<file path="src/rtl/lcd_write_engine.sv">
// HD44780 byte-write engine: turns valid/ready host writes (and an optional
// power-on init sequence) into LCD_EN strobes with setup, hold and execution waits.
module lcd_write_engine #(
  parameter bit          INIT_EN     = 1'b1,
  parameter int unsigned T_POWER_CYC = 750000,
  parameter int unsigned T_SETUP_CYC = 4,
  parameter int unsigned T_EN_CYC    = 25,
  parameter int unsigned T_HOLD_CYC  = 2,
  parameter int unsigned T_EXEC_CYC  = 2500,
  parameter int unsigned T_LONG_CYC  = 82000,
  parameter int unsigned T_GAP_CYC   = 205000
) (
  input  logic       clk_i,
  input  logic       rst_ni,
  input  logic       wr_valid_i,
  input  logic       wr_rs_i,
  input  logic [7:0] wr_data_i,
  output logic       wr_ready_o,
  output logic       busy_o,
  output logic       init_done_o,
  output logic [7:0] lcd_data_o,
  output logic       lcd_rs_o,
  output logic       lcd_rw_o,
  output logic       lcd_en_o,
  output logic       lcd_on_o
);

  typedef enum logic [2:0] {
    POWER_WAIT,
    INIT_LOAD,
    SETUP,
    PULSE,
    HOLD,
    EXEC,
    IDLE
  } state_t;

  localparam logic [19:0] POWER_LD = 20'(T_POWER_CYC);
  localparam logic [19:0] SETUP_LD = 20'(T_SETUP_CYC - 1);
  localparam logic [19:0] EN_LD    = 20'(T_EN_CYC - 1);
  localparam logic [19:0] HOLD_LD  = 20'(T_HOLD_CYC - 1);
  localparam logic [19:0] EXEC_LD  = 20'(T_EXEC_CYC - 1);
  localparam logic [19:0] LONG_LD  = 20'(T_LONG_CYC - 1);
  localparam logic [19:0] GAP_LD   = 20'(T_GAP_CYC - 1);

  state_t      state_reg;
  logic [19:0] cnt_reg;
  logic [2:0]  step_reg;
  logic        ready_reg;
  logic        busy_reg;
  logic        done_reg;
  logic [7:0]  data_reg;
  logic        rs_reg;
  logic        en_reg;
  logic        on_reg;

  logic [7:0]  init_byte;
  logic        is_long;
  logic [19:0] wait_ld;
  logic        early_ready;
  logic        accept;

  always_comb begin
    init_byte = 8'h06;
    case (step_reg)
      3'd0:    init_byte = 8'h38;
      3'd1:    init_byte = 8'h38;
      3'd2:    init_byte = 8'h38;
      3'd3:    init_byte = 8'h0C;
      3'd4:    init_byte = 8'h01;
      default: init_byte = 8'h06;
    endcase
  end

  // Clear display / return home need the long execution wait.
  assign is_long = !rs_reg && (data_reg[7:2] == 6'd0) && (data_reg[1:0] != 2'd0);

  always_comb begin
    wait_ld = EXEC_LD;
    if (!done_reg)
      wait_ld = (step_reg == 3'd0) ? GAP_LD : LONG_LD;
    else if (is_long)
      wait_ld = LONG_LD;
  end

  // Ready is raised one cycle before EXEC ends so a pending write is taken
  // on the very edge the wait expires, giving back-to-back strobes no gap.
  assign early_ready = done_reg && (wait_ld == 20'd0);
  assign accept      = wr_valid_i && ready_reg;

  always_ff @(posedge clk_i) begin
    if (!rst_ni) begin
      state_reg <= INIT_EN ? POWER_WAIT : IDLE;
      cnt_reg   <= POWER_LD;
      step_reg  <= 3'd0;
      ready_reg <= 1'b0;
      busy_reg  <= 1'b0;
      done_reg  <= 1'b0;
      data_reg  <= 8'h00;
      rs_reg    <= 1'b0;
      en_reg    <= 1'b0;
      on_reg    <= 1'b0;
    end else begin
      on_reg <= 1'b1;
      if (accept) begin
        data_reg  <= wr_data_i;
        rs_reg    <= wr_rs_i;
        state_reg <= SETUP;
        cnt_reg   <= SETUP_LD;
        ready_reg <= 1'b0;
        busy_reg  <= 1'b1;
      end else begin
        case (state_reg)
          POWER_WAIT: begin
            busy_reg <= 1'b1;
            if (cnt_reg == 20'd0) state_reg <= INIT_LOAD;
            else                  cnt_reg   <= cnt_reg - 20'd1;
          end
          INIT_LOAD: begin
            data_reg  <= init_byte;
            rs_reg    <= 1'b0;
            state_reg <= SETUP;
            cnt_reg   <= SETUP_LD;
          end
          SETUP: begin
            if (cnt_reg == 20'd0) begin
              state_reg <= PULSE;
              en_reg    <= 1'b1;
              cnt_reg   <= EN_LD;
            end else begin
              cnt_reg <= cnt_reg - 20'd1;
            end
          end
          PULSE: begin
            if (cnt_reg == 20'd0) begin
              state_reg <= HOLD;
              en_reg    <= 1'b0;
              cnt_reg   <= HOLD_LD;
            end else begin
              cnt_reg <= cnt_reg - 20'd1;
            end
          end
          HOLD: begin
            if (cnt_reg == 20'd0) begin
              state_reg <= EXEC;
              cnt_reg   <= wait_ld;
              ready_reg <= early_ready;
              busy_reg  <= !early_ready;
            end else begin
              cnt_reg <= cnt_reg - 20'd1;
            end
          end
          EXEC: begin
            if (cnt_reg != 20'd0) begin
              cnt_reg <= cnt_reg - 20'd1;
              if (cnt_reg == 20'd1 && done_reg) begin
                ready_reg <= 1'b1;
                busy_reg  <= 1'b0;
              end
            end else if (!done_reg) begin
              if (step_reg == 3'd5) begin
                state_reg <= IDLE;
                done_reg  <= 1'b1;
                ready_reg <= 1'b1;
                busy_reg  <= 1'b0;
              end else begin
                step_reg  <= step_reg + 3'd1;
                state_reg <= INIT_LOAD;
              end
            end else begin
              state_reg <= IDLE;
            end
          end
          IDLE: begin
            done_reg  <= 1'b1;
            ready_reg <= 1'b1;
            busy_reg  <= 1'b0;
          end
          default: state_reg <= IDLE;
        endcase
      end
    end
  end

  assign wr_ready_o  = ready_reg;
  assign busy_o      = busy_reg;
  assign init_done_o = done_reg;
  assign lcd_data_o  = data_reg;
  assign lcd_rs_o    = rs_reg;
  assign lcd_rw_o    = 1'b0;
  assign lcd_en_o    = en_reg;
  assign lcd_on_o    = on_reg;

endmodule
</file>
<file path="config.mk">
export PLATFORM = sky130hd
export DESIGN_NAME = lcd_write_engine
export DESIGN_NICKNAME = d
export VERILOG_FILES = /design/src/rtl/lcd_write_engine.sv
export SDC_FILE = /design/constraint.sdc
export NUM_CORES = 1
export LEC_CHECK = 0
export ABC_AREA = 1
export BUFFER_PORTS_ARGS = -buffer_cell sky130_fd_sc_hd__buf_4
export CORE_UTILIZATION = 63
export DETAILED_ROUTE_END_ITERATION = 8
export GPL_ROUTABILITY_DRIVEN = 0
export MAX_ROUTING_LAYER = met4
export PLACE_DENSITY = 0.85
export SYNTH_ARGS = -nofsm -noshare
export SYNTH_HDL_FRONTEND = slang
export SYNTH_SLANG_ARGS = --single-unit
export TNS_END_PERCENT = 1
</file>
<file path="constraint.sdc">
create_clock -name clk_i -period 4.9 [get_ports clk_i]
set_clock_uncertainty 0.05 [all_clocks]
set_input_delay 0.98 -clock clk_i [delete_from_list [all_inputs] [get_ports clk_i]]
set_output_delay 0.98 -clock clk_i [all_outputs]
set_load 0.05 [all_outputs]
</file>
==> results.cfg, run 1 <==
[power_and_ir_drop]
p_per_area_nw_per_um2 = 467
peakVddDrop_mv = 0.274
p_leak_nw = 1.41

[worst_setup_path]
cp_max_fo = 12
worst_path_max_delay_cell = nor2_1
cp_common_cell = inv_1
slowest_delay_ns = 0.44
cp.required_ns = 5.09
path_cells = buf_4 -> nand2_1 -> inv_1 -> nor2_1 -> o21ai_0 -> o21bai_1 -> inv_1
startpoint_type = input port
r2r_end = cnt_reg[11]$_SDFFE_PP0P_
worst-path-buf-inv = 3
path_class = input port to flip-flop
r2r_setup_slack_ns = 2.93
worstPathArrival_ns = 2.57
reg2reg_from = cnt_reg[0]$_SDFFE_PN0P_
critical_path.top_delay_family = simple AND/OR/NAND/NOR gates
reg2reg_depth = 9
critPathCaptureType = flip-flop

[clock_tree]
clk_pin_slew_ns = 0.08
cts-buffers-inserted = 5
cts_hold_buf = 0
cts.repair.resized = 0
cts_tree = done
clkLatencyLatePin_ns = 0.30
post_cts_buffers = 0
cts_buffer_depth = 2
clockRootBuffer = clkbuf_8
clock-sinks = 40
cts_max_level = 2

[logic_synthesis]
syn_area_per_cell_um2 = 6.71
yosysSeqAreaShare = 0.316
synth_top_cell_area_share = 0.316
syn_area_um2 = 2530
synth.ff_latch_count = 40
syn-instance-count = 378
yosysTopAreaCell = dfxtp_1
yosysUniqueCellTypes = 35
yosys_warnings = 0
synthTopCellsByArea = dfxtp_1 (32%), nand2_1 (11%), nor2_1 (7.1%)
synth_fp_nets = 398

[placed_design]
postPlaceCellArea_um2 = 2760
portBuffers = 25
dpl.cell_count = 446
dpl.hpwl_um = 4870

[timing]
setup_violations = 0
rsz0062_at_grt = false
final.setup.tns_ns = 0
fmax_mhz = 421
min_period_ns = 2.38
final-hold-violation-count = 0
slew_viol_final = 0
tightest_slew_ns = 0.497
slew_headroom = 0.665
finalCritPeriodShare = 0.485

[outcome]
outcome = completed

[floorplanning]
std_cell_rows = 22
initial_core_util = 0.672
die_h_um = 65.4
dieArea_um2 = 4280
chipWidth_um = 65.4
io_pins = 27
core_area_um2 = 3770

[finish]
utilization = 0.760
fin_area_um2 = 2870
seq_area_um2 = 801
finalNetCount = 425
multi_input_area_um2 = 1530
area_growth_pct = 13.1
num-fill-cells = 309
layout-drive-gt1-share = 0.153
largest_register_ffs = 20
fin_cells = 454
antenna_cells = 0

[route]
routed_wl_um = 6470
num_vias = 2590
drt_iter0_drc = 180
wl_per_cell_um = 14.2
drt_first_pass_iters = 5
drc = 0
viasPerCell = 5.70
ant_nets = 0

[global_routing]
grt.overflow.total = 0
grt_start_max_net_pins = 24
antenna_found_initial = 0
grt_first_pass_wirelength_um = 10800
grtUsageTotal = 0.338
grt_pass1_vias = 2530

[hold_path]
whs_path_depth = 2
whs_endpoint = lcd_rs_o$_SDFFE_PN0P_
holdCritPathClass = flip-flop to flip-flop
worstHoldStart = lcd_rs_o$_SDFFE_PN0P_

[flow_run]
drv_cap = 0
-- cells by family (layout without fill, tap and decap cells) --
family	count (synthesis)	in the layout	synth area share
DFF	40	40	0.316
other	1	1	0.00148
AOI/OAI and AO/OA	73	73	0.161
xor gates and xnor gates	11	11	0.0380
and+or+nand+nor	192	192	0.363
buffers and inverters	53	81	0.0814
adders and majority gates	8	8	0.0395
-- worst max path at each step --
stage                     cells past startpoint        from                          to  slack, ns
after floorplan                               6  wr_valid_i  lcd_data_o[3]$_SDFFE_PN0P_       2.87
after global placement                        7  wr_valid_i    cnt_reg[18]$_SDFFE_PP0P_       2.31
after detailed placement                      7  wr_valid_i    cnt_reg[18]$_SDFFE_PP0P_       2.22
after CTS                                     7  wr_valid_i     cnt_reg[2]$_SDFFE_PP0P_       2.53
after global routing                          7  wr_valid_i     cnt_reg[2]$_SDFFE_PP0P_       2.33
final                                         7  wr_valid_i     cnt_reg[2]$_SDFFE_PP0P_       2.52
-- through the flow --
step                      total power, mW  hold WS, ns  setup WS (ns)
after detailed placement             1.06        0.421           2.22
after global placement               1.05        0.411           2.31
after CTS                            1.33        0.436           2.53
after floorplan                     0.910        0.424           2.87
final                                1.34        0.434           2.52
after global routing                 1.43        0.459           2.33
-- tightest hold or removal path, stage by stage, from the launching register on --
cell and delay, ns:
dfxtp_1 0.33, nand2_1 0.06, a21oi_1 0.05
-- cells in the mapped netlist --
| cell | count |
|---|---|
| buf_2 | 1 |
| nor2_8 | 1 |
| nand3_1 | 26 |
| buf_4 | 1 |
| nor2_4 | 5 |
| nand2_1 | 74 |
| xor2_1 | 8 |
| o21ai_0 | 21 |
| a31oi_1 | 3 |
| nor2_2 | 5 |
| a21oi_1 | 29 |
| or2_2 | 3 |
| nand3b_1 | 3 |
| o211ai_1 | 8 |
| nor4_1 | 1 |
| dfxtp_1 | 40 |
| o21bai_1 | 5 |
| nor3_1 | 6 |
| nand2_2 | 7 |
| nor2_1 | 48 |
| nand3_4 | 1 |
| o21ai_1 | 5 |
| a211oi_1 | 1 |
| nand4_1 | 8 |
| o21ai_2 | 1 |
| nand2_4 | 2 |
| inv_2 | 4 |
| and2_1 | 1 |
| xnor2_1 | 3 |
| ha_1 | 8 |
| clkbuf_1 | 3 |
| conb_1 | 1 |
| or2_0 | 1 |
| inv_1 | 43 |
| inv_4 | 1 |
-- per-layer routing --
metal / wire length [um] / vias up / global-route usage / share of wire
met2: 3240 / 104 / 0.591 / 0.50
met3: 393 / 23 / 0.0625 / 0.061
li1: - / 1291 / - / -
met5: 0 / - / - / 0
met1: 2650 / 1172 / 0.372 / 0.41
met4: 180 / 0 / 0.152 / 0.028
-- area by class of cell --
| type | count | share of cell area |
|---|---|---|
| clock buffer | 6 | 0.0253 |
| tap | 48 | 0.0210 |
| sequential | 40 | 0.279 |
| clock inverter | 2 | 0.0122 |
| multi-input combinational | 285 | 0.533 |
| timing repair buffer | 25 | 0.0655 |
| inverter | 48 | 0.0637 |
-- cell usage in the layout (no fill, tap or decap), types with 2 or more instances in the layout --
cell type	Yosys	final
nand2_1	74	74
nor2_1	48	48
inv_1	43	43
dfxtp_1	40	40
a21oi_1	29	29
nand3_1	26	26
buf_4	1	25
o21ai_0	21	21
xor2_1	8	8
o211ai_1	8	8
nand4_1	8	8
ha_1	8	8
nand2_2	7	7
nor3_1	6	6
nor2_2	5	5
nor2_4	5	5
o21ai_1	5	5
o21bai_1	5	5
clkbuf_8	0	5
inv_2	4	4
or2_2	3	3
xnor2_1	3	3
nand3b_1	3	3
a31oi_1	3	3
nand2_4	2	2
-- report_power, final --
group | leakage [nW] | switching [mW] | internal [mW]
clock | 0.0552 | 0.122 | 0.151
combinational | 1.03 | 0.386 | 0.205
sequential | 0.326 | 0.0776 | 0.396
Power figures use the tool's default switching activity.
==> run 2: changes to the inputs <==
--- a/config.mk
+++ b/config.mk
@@ -7,11 +7,11 @@
 export LEC_CHECK = 0
 export ABC_AREA = 1
 export BUFFER_PORTS_ARGS = -buffer_cell sky130_fd_sc_hd__buf_4
-export CORE_UTILIZATION = 63
+export CORE_UTILIZATION = 59
 export DETAILED_ROUTE_END_ITERATION = 8
 export GPL_ROUTABILITY_DRIVEN = 0
 export MAX_ROUTING_LAYER = met4
-export PLACE_DENSITY = 0.85
+export PLACE_DENSITY = 0.8
 export SYNTH_ARGS = -nofsm -noshare
 export SYNTH_HDL_FRONTEND = slang
 export SYNTH_SLANG_ARGS = --single-unit
==> constraint.sdc (replaced) <==
create_clock -name clk_i -period 2.5 [get_ports clk_i]
set_clock_uncertainty 0.05 [all_clocks]
set_input_delay 0.5 -clock clk_i [delete_from_list [all_inputs] [get_ports clk_i]]
set_output_delay 0.5 -clock clk_i [all_outputs]
set_load 0.05 [all_outputs]
==> run 2 against run 1 <==
Against the previous run:
- clock-buffer cell count is 1 higher
- wire length is 0.25% lower
- cell count is 0.66% higher
==> results.cfg, run 2 (synthesized netlist as in run 1, its figures left out) <==
[outcome]
outcome = completed

[route]
wl_per_cell_um = 14.1
drt_first_pass_iters = 7
viasPerCell = 5.64
drt_iter0_drc = 217
ant_nets = 0
routed_wl_um = 6450
drc = 0
num_vias = 2578

[clock_tree]
clkLatencyLatePin_ns = 0.30
post_cts_buffers = 0
cts_max_level = 2
cts_hold_buf = 0
cts_buffer_depth = 2
clock-sinks = 40
clk_pin_slew_ns = 0.08
clockRootBuffer = clkbuf_8
cts_tree = done
cts.repair.resized = 0
cts-buffers-inserted = 5

[floorplanning]
dieArea_um2 = 4560
io_pins = 27
std_cell_rows = 23
initial_core_util = 0.625
core_area_um2 = 4060
die_h_um = 67.5
chipWidth_um = 67.5

[power_and_ir_drop]
p_sw_mw = 1.15
pwr-share-seq = 0.363
total_power_mw = 2.55
p_per_area_nw_per_um2 = 892
p_int_mw = 1.41
peakVddDrop_mv = 0.444
p_leak_nw = 1.41
switching_share = 0.449
comb_power_share = 0.457
clkPwrFrac = 0.180

[global_routing]
antenna_found_initial = 0
grt_first_pass_wirelength_um = 10100
grt_pass1_vias = 2220
grtUsageTotal = 0.312
grt.overflow.total = 0
grt_start_max_net_pins = 24

[timing]
fmax_mhz = 484
final-hold-violation-count = 0
slew_headroom = 0.618
min_period_ns = 2.07
tightest_slew_ns = 0.567
finalCritPeriodShare = 0.826
slew_viol_final = 0
final.setup.tns_ns = 0
setup_violations = 0
rsz0062_at_grt = false

[hold_path]
holdCritPathClass = input port to flip-flop
worstHoldStart = wr_data_i[6]
whs_path_depth = 3

[worst_setup_path]
cp.required_ns = 2.68
path_class = flip-flop to flip-flop
worstPathArrival_ns = 2.25
startpoint = cnt_reg[0]$_SDFFE_PN0P_
cp_max_fo = 9
slowest_delay_ns = 0.47
critPathCaptureType = flip-flop
worst_path_max_delay_cell = o21ai_0
reg2reg_depth = 9
startpoint_type = flip-flop
path_cells = inv_1 -> ha_1 -> nand2_1 -> nor2_4 -> nand3_4 -> nor2_1 -> o21ai_0 -> nand3_1 -> a21oi_1
reg2reg_from = cnt_reg[0]$_SDFFE_PN0P_

[finish]
layout_common_cells = nand2_1 (74), nor2_1 (48), inv_1 (43)
fin_cells = 457
largest_register_ffs = 20
area_growth_pct = 12.9
layout-drive-gt1-share = 0.155
antenna_cells = 0
layout_commonest_cell = nand2_1
finalNetCount = 426
fin_area_um2 = 2860

[placed_design]
dpl.cell_count = 449
portBuffers = 25
dpl.hpwl_um = 4880
postPlaceCellArea_um2 = 2770

[flow_run]
drv_cap = 0
[run 2: worst max-delay path, delay by kind of cell, from the launching register on]
kind | cells | cell delay, ns
AO/OA/AOI/OAI | 2 | 0.63
buffers and inverters | 1 | 0.12
adder cells (fa/ha/maj) | 1 | 0.23
flip-flops | 1 | 0.38
AND/OR/NAND/NOR | 5 | 0.60
[run 2: area by class of cell]
cell class | count | area (um2)
Clock buffer | 7 | 86.3
Clock inverter | 1 | 7.51
Fill cell | 357 | 1190
Inverter | 48 | 183
Multi-Input combinational cell | 285 | 1530
Sequential cell | 40 | 801
Tap cell | 50 | 62.6
Timing Repair Buffer | 26 | 195
[run 2: routing by layer]
metal | global-route usage | vias to the layer above | part of all wire
li1 | - | 1286 | -
met1 | 0.369 | 1129 | 0.43
met2 | 0.499 | 130 | 0.46
met3 | 0.0642 | 33 | 0.067
met4 | 0.152 | 0 | 0.040
met5 | - | - | 0
[run 2: worst paths after layout]
| kind | slack [ns] | to |
|---|---|---|
| setup / recovery | 0.43 | cnt_reg[11]$_SDFFE_PP0P_ |
| hold reg to reg | 0.42 | busy_o$_SDFFE_PN0P_ |
| setup reg to reg | 0.43 | cnt_reg[11]$_SDFFE_PP0P_ |
| hold / removal | 0.41 | lcd_data_o[6]$_SDFFE_PN0P_ |
[run 2: power by group through the flow]
stage | registers (mW) | logic, mW | clock network, mW
after floorplan | 1.03 | 0.755 | 0
after global placement | 0.936 | 1.12 | 0
after detailed placement | 0.938 | 1.13 | 0
after CTS | 0.925 | 1.15 | 0.458
after global routing | 0.943 | 1.28 | 0.491
final | 0.928 | 1.17 | 0.459
[run 2: metrics by stage]
step / hold slack (ns) / utilization / setup WS, ns
global placement: 0.421 / 0.682 / 0.558
detailed placement: 0.418 / 0.682 / 0.581
finish: 0.410 / 0.706 / 0.434
floorplan: 0.424 / - / 0.742
global route: 0.412 / 0.706 / 0.372
CTS: 0.409 / 0.706 / 0.525
==> run 3: changes to the inputs <==
--- a/config.mk
+++ b/config.mk
@@ -7,11 +7,11 @@
 export LEC_CHECK = 0
 export ABC_AREA = 1
 export BUFFER_PORTS_ARGS = -buffer_cell sky130_fd_sc_hd__buf_4
-export CORE_UTILIZATION = 59
+export CORE_UTILIZATION = 53
 export DETAILED_ROUTE_END_ITERATION = 8
 export GPL_ROUTABILITY_DRIVEN = 0
 export MAX_ROUTING_LAYER = met4
-export PLACE_DENSITY = 0.8
+export PLACE_DENSITY = 0.76
 export SYNTH_ARGS = -nofsm -noshare
 export SYNTH_HDL_FRONTEND = slang
 export SYNTH_SLANG_ARGS = --single-unit
==> constraint.sdc (replaced) <==
create_clock -name clk_i -period 1.75 [get_ports clk_i]
set_clock_uncertainty 0.05 [all_clocks]
set_input_delay 0.35 -clock clk_i [delete_from_list [all_inputs] [get_ports clk_i]]
set_output_delay 0.35 -clock clk_i [all_outputs]
set_load 0.05 [all_outputs]
==> run 3 against run 2 <==
Against the previous run:
- global-route usage shrank 1.7 points
- sequential power rose by 43%
- design area rose by 12%
==> results.cfg, run 3 (synthesized netlist as in run 1, its figures left out) <==
[outcome]
outcome = completed

[power_and_ir_drop]
p_int_mw = 2.20
switching_share = 0.446
peakVddDrop_mv = 0.720
p_leak_nw = 1.57
comb_power_share = 0.517
pwr-share-seq = 0.336
clkPwrFrac = 0.147
total_power_mw = 3.97
p_sw_mw = 1.77
p_per_area_nw_per_um2 = 1240

[worst_setup_path]
worst_path_max_delay_cell = dfxtp_2
path_cells = nor2_2 -> nand2_2 -> nor2_4 -> nand3_4 -> nand2_4 -> nand2_8 -> buf_4 -> nand2_1 -> or2_0 -> a21oi_1
slowest_delay_ns = 0.36
critPathCaptureType = flip-flop
critical_path.top_delay_family = simple AND/OR/NAND/NOR gates
cp.required_ns = 1.89
startpoint_type = flip-flop
worstPathArrival_ns = 1.87
path_class = flip-flop to flip-flop
cp_max_fo = 5
worst-path-buf-inv = 1

[floorplanning]
dieArea_um2 = 5060
std_cell_rows = 24
die_h_um = 71.2
initial_core_util = 0.567
io_pins = 27
chipWidth_um = 71.2
core_area_um2 = 4470

[finish]
finalNetCount = 458
antenna_cells = 0
layout_common_cells = nand2_1 (70), buf_4 (55), nor2_1 (43)
layout-drive-gt1-share = 0.272
layout_commonest_cell = nand2_1
num-fill-cells = 390
area_growth_pct = 26.6
largest_register_ffs = 20
fin_cells = 490

[route]
drc = 0
ant_nets = 0
wl_per_cell_um = 14.7
routed_wl_um = 7190
drt_first_pass_iters = 5
viasPerCell = 5.76
drt_iter0_drc = 282
num_vias = 2822

[global_routing]
grt.overflow.total = 0
grt_first_pass_wirelength_um = 11400
grtUsageTotal = 0.295
antenna_found_initial = 0
grt_start_max_net_pins = 23
grt_pass1_vias = 2532

[clock_tree]
clockRootBuffer = clkbuf_8
clkLatencyLatePin_ns = 0.29
cts_tree = done
clk_pin_slew_ns = 0.08
clock-sinks = 40
cts-buffers-inserted = 5
cts_max_level = 2
cts_hold_buf = 0
cts_buffer_depth = 2

[timing]
finalCritPeriodShare = 0.989
fmax_mhz = 578
setup_violations = 0
setup_ws_ns = 0.0189
final-hold-violation-count = 0
slew_viol_final = 0
rsz0062_at_grt = true
min_period_ns = 1.73

[placed_design]
place_ws_ns = 0.0109
portBuffers = 25
dpl.hpwl_um = 5280
dpl.cell_count = 471

[hold_path]
holdCritPathClass = input port to flip-flop

[flow_run]
drv_cap = 0
-- run 3: cell type report --
type | instances | area (um2) | share of cell area
clock buffer | 6 | 72.6 | 0.0226
inverter | 48 | 185 | 0.0577
multi-input combinational | 287 | 1630 | 0.509
tap | 52 | 65.1 | 0.0203
clock inverter | 1 | 5.00 | 0.00156
sequential | 40 | 813 | 0.254
timing repair buffer | 56 | 433 | 0.135
-- run 3: worst min-delay path: cells and delay by family --
family	cells	cell delay, ns
simple gates	1	0.05
compound gates	1	0.05
buf+inv	1	0.11
-- run 3: through the flow --
step / cell area [um2] / hold WS, ns / TNS [ns] / util
after detailed placement: 2920 / 0.411 / 0 / 0.653
final: 3210 / 0.267 / 0 / 0.717
after floorplan: 2540 / 0.328 / 0 / -
after global placement: 2920 / 0.403 / 0 / 0.653
after CTS: 3000 / 0.264 / 0 / 0.671
after global routing: 3210 / 0.278 / -0.731 / 0.717
-- run 3: timing repair --
action,4_1_cts,5_1_grt
resized for setup,1,35
pin swaps,1,14
setup endpoints to repair,1,25
cloned,0,2
setup buffers,0,10
-- run 3: path summary, 6_finish.rpt --
check	start	endpoint	slack, ns	depth (start not counted)
worst max-delay path	cnt_reg[5]$_SDFFE_PN1P_	cnt_reg[10]$_SDFFE_PP0P_	0.02	10
worst min-delay path	wr_data_i[6]	lcd_data_o[6]$_SDFFE_PN0P_	0.27	3
worst min register to register	busy_o$_SDFFE_PN0P_	busy_o$_SDFFE_PN0P_	0.42	2
worst max register to register	cnt_reg[5]$_SDFFE_PN1P_	cnt_reg[10]$_SDFFE_PP0P_	0.02	10
-- run 3: power groups by stage --
stage	registers (mW)	logic [mW]	clock network, mW
5_1_grt	1.36	2.23	0.641
4_1_cts	1.29	1.81	0.595
3_5_place_dp	1.30	1.80	0
3_3_place_gp	1.30	1.78	0
2_1_floorplan	1.47	1.08	0
6_report	1.33	2.05	0.583
-- run 3: metal layers --
layer / part of all wire / GRT usage / wire (um)
met5: 0 / - / 0
met4: 0.038 / 0.138 / 273
met3: 0.086 / 0.0427 / 617
met2: 0.47 / 0.474 / 3360
met1: 0.41 / 0.364 / 2940
